`src/rtl/board_pkg.sv`:
```
// Shared board definitions: FSM states, board-side codes and field widths.
package board_pkg;

    localparam int unsigned NUM_SPOTS = 32;
    localparam int unsigned SPOT_W    = 5;
    localparam int unsigned MOVE_W    = 6;
    localparam int unsigned STEPS_W   = 4;
    localparam int unsigned SIDE_W    = 2;

    typedef enum logic [2:0] {
        ST_IDLE   = 3'd0,
        ST_LOAD   = 3'd1,
        ST_MOVE   = 3'd2,
        ST_STEP   = 3'd3,
        ST_SETTLE = 3'd4,
        ST_DONE   = 3'd5
    } move_state_t;

    typedef enum logic [1:0] {
        SIDE_LEFT  = 2'd0,
        SIDE_UP    = 2'd1,
        SIDE_RIGHT = 2'd2,
        SIDE_DOWN  = 2'd3
    } side_t;

    // Board side is encoded in the top two bits of the square index.
    function automatic side_t side_of(input logic [SPOT_W-1:0] spot);
        return side_t'(spot[SPOT_W-1 -: SIDE_W]);
    endfunction

    // Left/right sides move along x, up/down sides along y.
    function automatic logic is_x_side(input side_t side);
        return (side == SIDE_LEFT) || (side == SIDE_RIGHT);
    endfunction

endpackage

```
`src/rtl/pace_tick.sv`:
```
// Free-running clock divider: one-cycle tick every DIV clocks, restarted by clr.
module pace_tick #(
    parameter int unsigned DIV = 250000
) (
    input  logic clk,
    input  logic resetn,
    input  logic clr,
    output logic tick_c
);

    localparam int unsigned CNT_W = $clog2(DIV);

    logic [CNT_W-1:0] cnt_q;
    logic             at_end;

    assign at_end = (cnt_q == CNT_W'(DIV - 1));
    assign tick_c = at_end && !clr;

    // Count 0..DIV-1 and wrap; held at 0 while clr is asserted.
    always_ff @(posedge clk) begin
        if (!resetn) begin
            cnt_q <= '0;
        end else if (clr || at_end) begin
            cnt_q <= '0;
        end else begin
            cnt_q <= cnt_q + CNT_W'(1);
        end
    end

endmodule

```
`src/rtl/player_move_ctrl.sv`:
```
// Token movement sequencer: walks a token square by square, one pixel strobe
// per tick, advancing spot once per square until the dice roll is consumed.
// Define PLAYER_MOVE_PACE_EN to pace pixel strobes to one per TICK_DIV clocks;
// otherwise one pixel moves per clock.
module player_move_ctrl
    import board_pkg::*;
#(
    parameter int unsigned TICK_DIV = 250000
) (
    input  logic               clk,
    input  logic               resetn,
    input  logic               start,
    input  logic [STEPS_W-1:0] steps,
    input  logic [SPOT_W-1:0]  spot,
    input  logic [MOVE_W-1:0]  move_spaces,
    output logic               ld_x,
    output logic               x_mv,
    output logic               ld_y,
    output logic               y_mv,
    output logic               right,
    output logic               down,
    output logic               ld_spot,
    output logic               busy,
    output logic               done,
    output logic               pass_go
);

    move_state_t        state_q, state_d;
    logic [STEPS_W-1:0] steps_left_q, steps_left_d;
    logic [MOVE_W-1:0]  pix_left_q, pix_left_d;
    side_t              side_q, side_d;

    logic x_stb_d, y_stb_d, ld_spot_d, pass_go_d, done_d, busy_d;
    logic right_d, down_d;
    logic tick_c;
    logic pace_clr;

    // Divider restarts on every entry to MOVE so the first strobe lands TICK_DIV clocks in.
    assign pace_clr = (state_q != ST_MOVE);

`ifdef PLAYER_MOVE_PACE_EN
    pace_tick #(
        .DIV (TICK_DIV)
    ) u_pace_tick (
        .clk    (clk),
        .resetn (resetn),
        .clr    (pace_clr),
        .tick_c (tick_c)
    );
`else
    logic unused_pace;
    assign unused_pace = pace_clr ^ (^TICK_DIV);
    assign tick_c      = 1'b1;
`endif

    // Next-state and next-output decode.
    always_comb begin
        state_d      = state_q;
        steps_left_d = steps_left_q;
        pix_left_d   = pix_left_q;
        side_d       = side_q;
        right_d      = right;
        down_d       = down;
        x_stb_d      = 1'b0;
        y_stb_d      = 1'b0;
        ld_spot_d    = 1'b0;
        pass_go_d    = 1'b0;
        done_d       = 1'b0;

        case (state_q)
            ST_IDLE: begin
                if (start) begin
                    steps_left_d = steps;
                    state_d      = (steps == '0) ? ST_DONE : ST_LOAD;
                end
            end
            ST_LOAD: begin
                pix_left_d = move_spaces;
                side_d     = side_of(spot);
                right_d    = (side_of(spot) == SIDE_RIGHT);
                down_d     = (side_of(spot) == SIDE_DOWN);
                state_d    = ST_MOVE;
            end
            ST_MOVE: begin
                if (pix_left_q == '0) begin
                    state_d = ST_STEP;
                end else if (tick_c) begin
                    x_stb_d    = is_x_side(side_q);
                    y_stb_d    = !is_x_side(side_q);
                    pix_left_d = pix_left_q - MOVE_W'(1);
                    if (pix_left_q == MOVE_W'(1)) begin
                        state_d = ST_STEP;
                    end
                end
            end
            ST_STEP: begin
                ld_spot_d = 1'b1;
                pass_go_d = (spot == SPOT_W'(NUM_SPOTS - 1));
                if (steps_left_q != '0) begin
                    steps_left_d = steps_left_q - STEPS_W'(1);
                end
                state_d = ST_SETTLE;
            end
            ST_SETTLE: begin
                // Token block presents the new move_spaces one cycle after ld_spot.
                state_d = (steps_left_q == '0) ? ST_DONE : ST_LOAD;
            end
            ST_DONE: begin
                done_d  = 1'b1;
                right_d = 1'b0;
                down_d  = 1'b0;
                state_d = ST_IDLE;
            end
            default: begin
                state_d = ST_IDLE;
            end
        endcase

        busy_d = (state_d != ST_IDLE);
    end

    // State, counters and registered outputs.
    always_ff @(posedge clk) begin
        if (!resetn) begin
            state_q      <= ST_IDLE;
            steps_left_q <= '0;
            pix_left_q   <= '0;
            side_q       <= SIDE_LEFT;
            ld_x         <= 1'b0;
            x_mv         <= 1'b0;
            ld_y         <= 1'b0;
            y_mv         <= 1'b0;
            right        <= 1'b0;
            down         <= 1'b0;
            ld_spot      <= 1'b0;
            busy         <= 1'b0;
            done         <= 1'b0;
            pass_go      <= 1'b0;
        end else begin
            state_q      <= state_d;
            steps_left_q <= steps_left_d;
            pix_left_q   <= pix_left_d;
            side_q       <= side_d;
            ld_x         <= x_stb_d;
            x_mv         <= x_stb_d;
            ld_y         <= y_stb_d;
            y_mv         <= y_stb_d;
            right        <= right_d;
            down         <= down_d;
            ld_spot      <= ld_spot_d;
            busy         <= busy_d;
            done         <= done_d;
            pass_go      <= pass_go_d;
        end
    end

endmodule

```
`config.mk`:
```
export PLATFORM = sky130hd
export DESIGN_NAME = player_move_ctrl
export DESIGN_NICKNAME = d
export VERILOG_FILES = /design/src/rtl/board_pkg.sv /design/src/rtl/pace_tick.sv /design/src/rtl/player_move_ctrl.sv
export SDC_FILE = /design/constraint.sdc
export NUM_CORES = 1
export LEC_CHECK = 0
export ABC_AREA = 1
export CAP_MARGIN = 20
export CORE_MARGIN = 2
export CORE_UTILIZATION = 40
export CTS_CLUSTER_DIAMETER = 50
export DETAILED_ROUTE_END_ITERATION = 8
export PLACE_DENSITY = 0.79
export SLEW_MARGIN = 20
export SYNTH_ARGS = -nofsm -noshare
export SYNTH_HDL_FRONTEND = slang
export SYNTH_SLANG_ARGS = --single-unit
```
`constraint.sdc`:
```
create_clock -name clk -period 1.25 [get_ports clk]
set_input_delay 0.25 -clock clk [delete_from_list [all_inputs] [get_ports clk]]
set_output_delay 0.25 -clock clk [all_outputs]
set_load 0.03 [all_outputs]
```
; ---- Word level (Yosys, flattened, before mapping)
; Cells that the tools add are included.
[word_totals]
reg_bits = 23
inputBits = 18
out_inout_bits = 10
elab_cells = 60
[op_classes]
add_sub_neg = 2
n_eq_ne = 13
mux = 15
bitwise_logic = 2
reduce_logical = 16
[op_table]
columns = operator, count
row1 = two-way mux 3 bit, 5
row2 = case mux 3 bit (5 select lines), 1
row3 = case mux 6 bit (2 select lines), 1
row4 = logical NOT 4 bit, 2
row5 = two-way mux 4 bit, 2
row6 = case mux 4 bit (2 select lines), 1
row7 = "equality test 2 bit, second input constant", 3
row8 = "equality test 3 x 2 -> 1 bit, second input constant", 2
row9 = "equality test 3 bit, second input constant", 2
row10 = "equality test 6 x 1 -> 1 bit, second input constant", 1
row11 = logical NOT 6 bit, 1
row12 = two-way mux 6 bit, 1
row13 = "inequality test 2 bit, second input constant", 3
row14 = nonzero test 2 bit, 3
row15 = "subtractor 6 x 1 -> 6 bit, second input constant", 1
row16 = "equality test 5 bit, second input constant", 1
row17 = case mux 1 bit (2 select lines), 2
row18 = AND reduction 2 bit, 2
row19 = nonzero test 4 bit, 1
row20 = "subtractor 4 x 1 -> 4 bit, second input constant", 1
row21 = "equality test 3 x 1 -> 1 bit, second input constant", 1
row22 = logical NOT 3 bit, 1
row23 = AND reduction 3 bit, 1
row24 = nonzero test 3 bit, 1
row25 = 6 further kinds, 8

; ---- Logic depth before layout (Yosys ltp)
; Gate-level depths: netlist of the first run.
[logic_depth]
ltp_word = 5
ltp_mapped = 8
depth_no_buf = 8

; ---- Least setup slack after synthesis of the first run
; Ideal clock, no wire load.
[synth_timing]
path_kind = register -> register
start = register pix_left_q[0]
end = register pix_left_q[4]
setup_ps = 117
arrival_ps = 1058
required_ps = 1133
setup_slack_ps = 75
stages_incl_launch_ff = 9
n_path_buf = 0
period_less_slack_ps = 1175
path_cell_list = dfxtp_1 > inv_1 > ha_1 > nand3_1 > nand2_4 > nand2_4 > inv_2 > nor2_1 > nor2_1
[synth_between]
elab_chain_cells = 3
elab_cells_between_ends = 6
classes_between = 1 x add/sub / 1 x eq/ne / 2 x mux / 2 x reduce/logical
[synth_rtl]
columns = element, line
row1 = from (decl), player_move_ctrl.sv:30  ; logic [MOVE_W-1:0] pix_left_q, pix_left_d;
row2 = from (signal assigned), player_move_ctrl.sv:142  ; pix_left_q <= pix_left_d;
row3 = subtractor 6 x 1 -> 6 bit / logical NOT 6 bit (equally long branches), "player_move_ctrl.sv:90, player_move_ctrl.sv:85"
row4 = two-way mux 6 bit / inequality test 2 bit (equally long branches), n/a
row5 = case mux 6 bit (2 select lines) / AND reduction 2 bit (equally long branches), n/a
; Several ways; a longest one is shown, not always the timed one. The select of a mux whose other input is x is not followed.
; A chain may end at the register's enable or synchronous reset.

; ---- Worst setup path after layout of the first run
[layout_timing]
start = register y_mv
end = output port y_mv
[layout_lines]
columns = element, line
row1 = from (decl), player_move_ctrl.sv:19  ; output logic y_mv,
row2 = from (signal assigned), player_move_ctrl.sv:147  ; y_mv <= y_stb_d;
; No word-level cell between the ends.

==> results of run 1 <==
[area by class of cell]
cell class              count  area, um2  area share [%]
well taps                  31      38.79           2.319
multi-input cells         121      700.7           41.88
flip-flops and latches     22      449.2           26.85
inverters                  24      97.59           5.834
clock buffers               3      22.52           1.346
clock inverters             1      30.03           1.795
repair buffers             38      334.1           19.97
[layer usage]
layer | vias to the layer above | track usage (%) | part of all wire [%]
li1 | 615 | - | -
met1 | 526 | 20.90 | 42
met2 | 24 | 29.52 | 50
met3 | 12 | 2.857 | 3.5
met4 | 0 | 8.117 | 3.8
met5 | - | 0 | 0
[cell usage after synthesis]
library cell,instances
nand2_1,37
nor2_1,24
dfxtp_1,22
inv_1,18
o21ai_0,12
nand3_1,10
a21oi_1,9
ha_1,5
inv_2,4
nand2_2,3
nand2_4,3
nor3_1,3
o21ai_1,3
buf_4,2
nor2_4,2
a21oi_2,1
buf_6,1
clkbuf_1,1
clkinv_1,1
inv_4,1
nand3_2,1
nand3_4,1
nand4_1,1
nor4_1,1
o211ai_1,1
o21ai_2,1
or2_1,1
or2_2,1
xor2_1,1
[registers in the layout, indices dropped and copies added (netlist names)]
register / cells
state_q: 3
pass_go: 1
ld_spot: 1
pix_left_q: 6
side_q: 1
busy: 1
down: 1
done: 1
right: 1
steps_left_q: 4
x_mv: 1
y_mv: 1
[final timing paths]
kind / startpoint / endpoint / slack [ns]
hold / removal: side_q[0] / x_mv / 0.42
setup / recovery: y_mv / y_mv / 0.04
hold reg to reg: side_q[0] / x_mv / 0.42
setup reg to reg: pix_left_q[0] / pix_left_q[0] / 0.05
[layout by cell type (no fill, tap or decap), drive strengths merged]
cell type / instances
a21oi: 10
buf: 14
bufinv: 1
clkbuf: 6
clkdlybuf4s15: 3
clkdlybuf4s18: 1
clkdlybuf4s50: 17
clkinv: 1
dfxtp: 22
ha: 5
inv: 23
nand2: 43
nand3: 12
nand4: 1
nor2: 26
nor3: 3
nor4: 1
o211ai: 1
o21ai: 16
or2: 2
xor2: 1
[where the power goes]
group          switching (W)  internal, W
Sequential         0.0000814     0.000796
Combinational       0.000519     0.000389
Clock               0.000243     0.000325
Total               0.000843      0.00151
[cells by family after synthesis]
logic type / after synthesis / share of synthesized area (%)
adder cells (fa/ha/maj): 5 / 5.208
XOR/XNOR: 1 / 0.7293
buffers and inverters: 28 / 10.21
AO/OA/AOI/OAI: 27 / 12.08
flip-flops: 22 / 36.67
AND/OR/NAND/NOR: 88 / 35.11
[metrics by stage]
| step | total power, W | cells | setup WS, ns | setup TNS, ns | hold slack (ns) |
|---|---|---|---|---|---|
| floorplan | 0.001400 | 171 | 0.07479 | 0 | 0.3845 |
| global placement | 0.001642 | 236 | -0.07800 | -0.1482 | 0.4002 |
| detailed placement | 0.001658 | 236 | -0.05964 | -0.2919 | 0.4054 |
| CTS | 0.002227 | 240 | -0.03989 | -0.07901 | 0.4260 |
| global route | 0.002503 | 240 | -0.02434 | -0.05554 | 0.4482 |
| finish | 0.002353 | 240 | 0.04470 | 0 | 0.4249 |
[what timing repair did]
action                     CTS  global route
setup endpoints to repair   13            18
pin swaps                    1             9
hold buffers                 0             0
gates cloned                 0             0
gates resized for setup     24            36
==> reports/metrics.yaml, run 1 <==
worstSetupPathDepth: 1
peakVddDrop_mv: 0.7023
synthTopCellsByArea: "dfxtp_1 (37%), nand2_1 (12%), nor2_1 (7.5%)"
grt_overflow: 0
cp.arrival_ns: 0.96
portBuffers: 27
die_w_um: 58.80
place.gp.congestion: 0.8478
cts_htree_levels: 1
critical_path_class: "reg -> out"
critPathTopFamily: "flip-flops"
grt_max_degree: 14
post-route-util_pct: 59.63
relSlewSlack_pct: 84.41
numCtsBuffers: 3
drc: 2
period_share_pct: 96.42
fillers: 269
clk_pin_slew_worst_paths_ns: 0.13
grt_pass1_vias: 1117
row_count: 19
grt_pass1_wl_mm: 4.602
post-cts-setup-buffers: 0
grt_setup_unrepaired: "yes"
cp_slowest_cell: "dfxtp_1"
die_height_um: 58.80
vias: 1177
worst-path-buf-inv: 1
wl_per_cell_um: 11.66
ant_nets: 0
clockRootBuffer: "clkbuf_4"
status: "complete, but fails checks"
hold_depth: 1
wl_mm: 2.798
finalSetupViolations: 0
holdCritPathClass: "reg -> reg"
cap_violations: 0
ys_seq_area_share_pct: 36.67
drive_gt1_share_pct: 32.54
die_area_um2: 3457
worstMarginPinSlew_ns: 0.2335
placed_cell_area_um2: 1555
cp-start-kind: "flip-flop"
fin_skew_ns: 0.005470
syn_area_per_cell_um2: 7.024
antennaDiodeCount: 0
max_freq_mhz: 829.7
cp_max_fo: 2
finalHoldViolations: 0
ys_types: 29
cts_max_path_buffers: 2
leakage_nw: 0.7496
start_util_pct: 42.82
synth_top_area_cell: "dfxtp_1"
power.density_nw_per_um2: 1406
drv_slew: 0
antenna_found_initial: 0
fin_crit_ns: 1.205
cts_num_sinks: 22
synthCells: 171
synth_fp_nets: 194
endpoint_kind: "primary output"
fin_area_um2: 1673
synth_seq_cells: 22
num_io_pins: 28
nNetsFinal: 233
rr_worst_depth: 8
drt_iter0_markers: 15
clk_latency_ns: 0.32
cp.required_ns: 1.00
crit_chain: "clkdlybuf4s18_2"
synth_area_um2: 1201
vias_per_cell: 4.904
yosysTopAreaCellShare_pct: 36.67
failed_checks: "DRC"
grt_usage_pct: 17.24
hpwl_mm: 2.001
core_um2: 2805
drt_pass1_iterations: 6
area_delta_synth_final_pct: 39.27
cts_tree: "built"
ys.warnings.count: 0
critPathMaxStageDelay_ns: 0.35
No activity file was read; power rests on OpenSTA's default activity.
==> inputs of run 2 (changes only) <==
==> constraint.sdc (replaced) <==
create_clock -name clk -period 1 [get_ports clk]
set_input_delay 0.2 -clock clk [delete_from_list [all_inputs] [get_ports clk]]
set_output_delay 0.2 -clock clk [all_outputs]
set_load 0.03 [all_outputs]
==> run 2 against run 1 <==
  * The flow finishes with violations (DRC, setup timing)
  * Wire length rose by 1.3%
  * Die area did not move
  * Clock power fell by 28%
  * Core utilization rose by 5.2 points
==> reports/metrics.yaml, run 2 (synthesized netlist as in run 1, its figures left out) <==
status: "complete, but fails checks"
failed_checks: "DRC, setup timing"
setup_tns_ns: -2.298  # -2.298 ns
seqPwrFrac_pct: 39.8  # +2.5 points
row_count: 19  # unchanged
finalHoldViolations: 0  # unchanged
worstMarginPinSlew_ns: 0.2539  # +0.02043 ns
die_w_um: 58.80  # unchanged
wl_mm: 2.834  # +1.3%
clockRootBuffer: "clkbuf_4"
grt_overflow: 0  # unchanged
largest_reg_flops: 6  # unchanged
die_area_um2: 3457  # unchanged
holdCritPathClass: "reg -> reg"
critical_path_class: "reg -> reg"
power.density_nw_per_um2: 1540  # +9.5%
power_w: 0.002802  # +19%
die_height_um: 58.80  # unchanged
p_int_w: 0.001731  # +15%
grt_pass1_wl_mm: 4.767  # +3.6%
cp_slowest_cell: "dfxtp_4"
max_freq_mhz: 855.5
cp.required_ns: 1.24  # +0.24 ns
pre_cts_ws_ns: -0.2577  # -0.1981 ns
peakVddDrop_mv: 1.093  # +56%
layout_common_cells: "nand2_1 (33), nor2_1 (20), buf_4 (20)"
swShare_pct: 38.21  # +2.4 points
regMostFlops: "pix_left_q"
whs_ns: 0.4257  # +0.0007890 ns
placed_cell_area_um2: 1652  # +6.2%
vias: 1200  # +2.0%
area_delta_synth_final_pct: 51.46
cts_max_path_buffers: 2  # unchanged
switchingPower_w: 0.001071  # +27%
antennaDiodeCount: 0  # unchanged
place.gp.congestion: 0.8883  # +4.8%
grt_setup_unrepaired: "yes"
cts_htree_levels: 1  # unchanged
crit_chain: "inv_4 -> ha_4 -> nand3_4 -> nand2_4 -> nand2_8 -> inv_6 -> nand2_2 -> a21oi_1"
nNetsFinal: 243  # +4.3%
cap_violations: 0  # unchanged
grt_usage_pct: 17.94  # +0.71 points
mostFrequentLayoutCell: "nand2_1"
gr-usage-met2_pct: 31.75  # +2.2 points
portBuffers: 27  # unchanged
hpwl_mm: 2.115  # +5.7%
ant_nets: 0  # unchanged
leakage_nw: 0.8258  # +10%
clk_latency_ns: 0.31  # about the same
drt_pass1_iterations: 6  # unchanged
core_um2: 2805  # unchanged
worst-path-buf-inv: 2  # +1
cp_max_fo: 9  # +7
reg_top3: "pix_left_q: 6 flops, steps_left_q: 4 flops, state_q: 3 flops"
fin_crit_ns: 1.169
grtUsageMet1_pct: 22.57  # +1.7 points
cts_hold_buffers: 0  # unchanged
critPathTopFamily: "flip-flops"
critPathMaxStageDelay_ns: 0.38  # +0.03 ns
cp.arrival_ns: 1.41  # +0.45 ns
pwr-share-clk_pct: 14.7  # -9.4 points
finalSetupViolations: 19  # +19
relSlewSlack_pct: 82.94  # -1.5 points
drt_iter0_markers: 39  # +24
drc: 2  # unchanged
wl_per_cell_um: 11.38  # -2.4%
fin_area_um2: 1819  # +8.8%
cts_tree: "built"
layout_setup_ws_ns: -0.1688  # -0.2136 ns
drv_slew: 0  # unchanged
power_frac_comb_pct: 45.6  # +7.0 points
start_util_pct: 42.82  # unchanged
num_io_pins: 28  # unchanged
fin_skew_ns: 0.002076  # -0.003394 ns
cp-start-kind: "flip-flop"
cts_num_sinks: 22  # unchanged
grt-busiest-layer: "met2"
grtUsageMet3_pct: 2.637  # -0.22 points
drive_gt1_share_pct: 40.37  # +7.8 points
grt_pass1_vias: 1146  # +2.6%
numCtsBuffers: 3  # unchanged
antenna_found_initial: 0  # unchanged
vias_per_cell: 4.819  # -1.7%
period_share_pct: 116.9
clk_pin_slew_worst_paths_ns: 0.12  # about the same
grt_max_degree: 12  # -2
endpoint_kind: "flip-flop"
-- run 2: final timing paths --
check | to | startpoint | cells after the start | slack (ns)
setup / recovery | pix_left_q[0] | pix_left_q[0] | 8 | -0.17
hold / removal | x_mv | side_q[0] | 1 | 0.43
setup reg to reg | pix_left_q[0] | pix_left_q[0] | 8 | -0.17
hold reg to reg | x_mv | side_q[0] | 1 | 0.43
-- run 2: metal layers --
layer | vias to the layer above | routed length (um)
met5 | - | 0
met4 | 0 | 28
met3 | 4 | 118
met2 | 24 | 1415
met1 | 539 | 1271
li1 | 633 | -
-- run 2: metrics by stage --
step	utilization, %	cells
floorplan	-	171
global placement	58.88	241
detailed placement	58.88	241
CTS	62.80	246
global route	64.85	249
finish	64.85	249
-- run 2: area by class of cell --
class                      instances  area (um2)
inverter                          24       105.1
fill                             242       985.9
timing repair buffer              48       444.2
tap                               31       38.79
multi-input combinational        121       744.5
sequential                        22       464.2
clock buffer                       3       22.52
-- run 2: power by group through the flow --
stage	logic, W	clock network, W	registers [W]
after CTS	0.00122	0.000422	0.00111
after global routing	0.00142	0.000458	0.00113
final	0.00128	0.000411	0.00111
after global placement	0.00113	0	0.00110
after floorplan	0.000748	0	0.00114
after detailed placement	0.00114	0	0.00111
-- run 2: worst reg2reg max path: cells and delay by family, from the launching register on --
kind	cells	cell delay (ns)
fa+ha+maj	1	0.15
simple gates	4	0.31
buf+inv	2	0.16
flops	1	0.38
compound gates	1	0.11
-- run 2: what timing repair did --
item	in CTS	in global routing
setup buffers	2	3
setup endpoints to repair	25	31
pin swaps	3	7
gates resized for setup	23	15
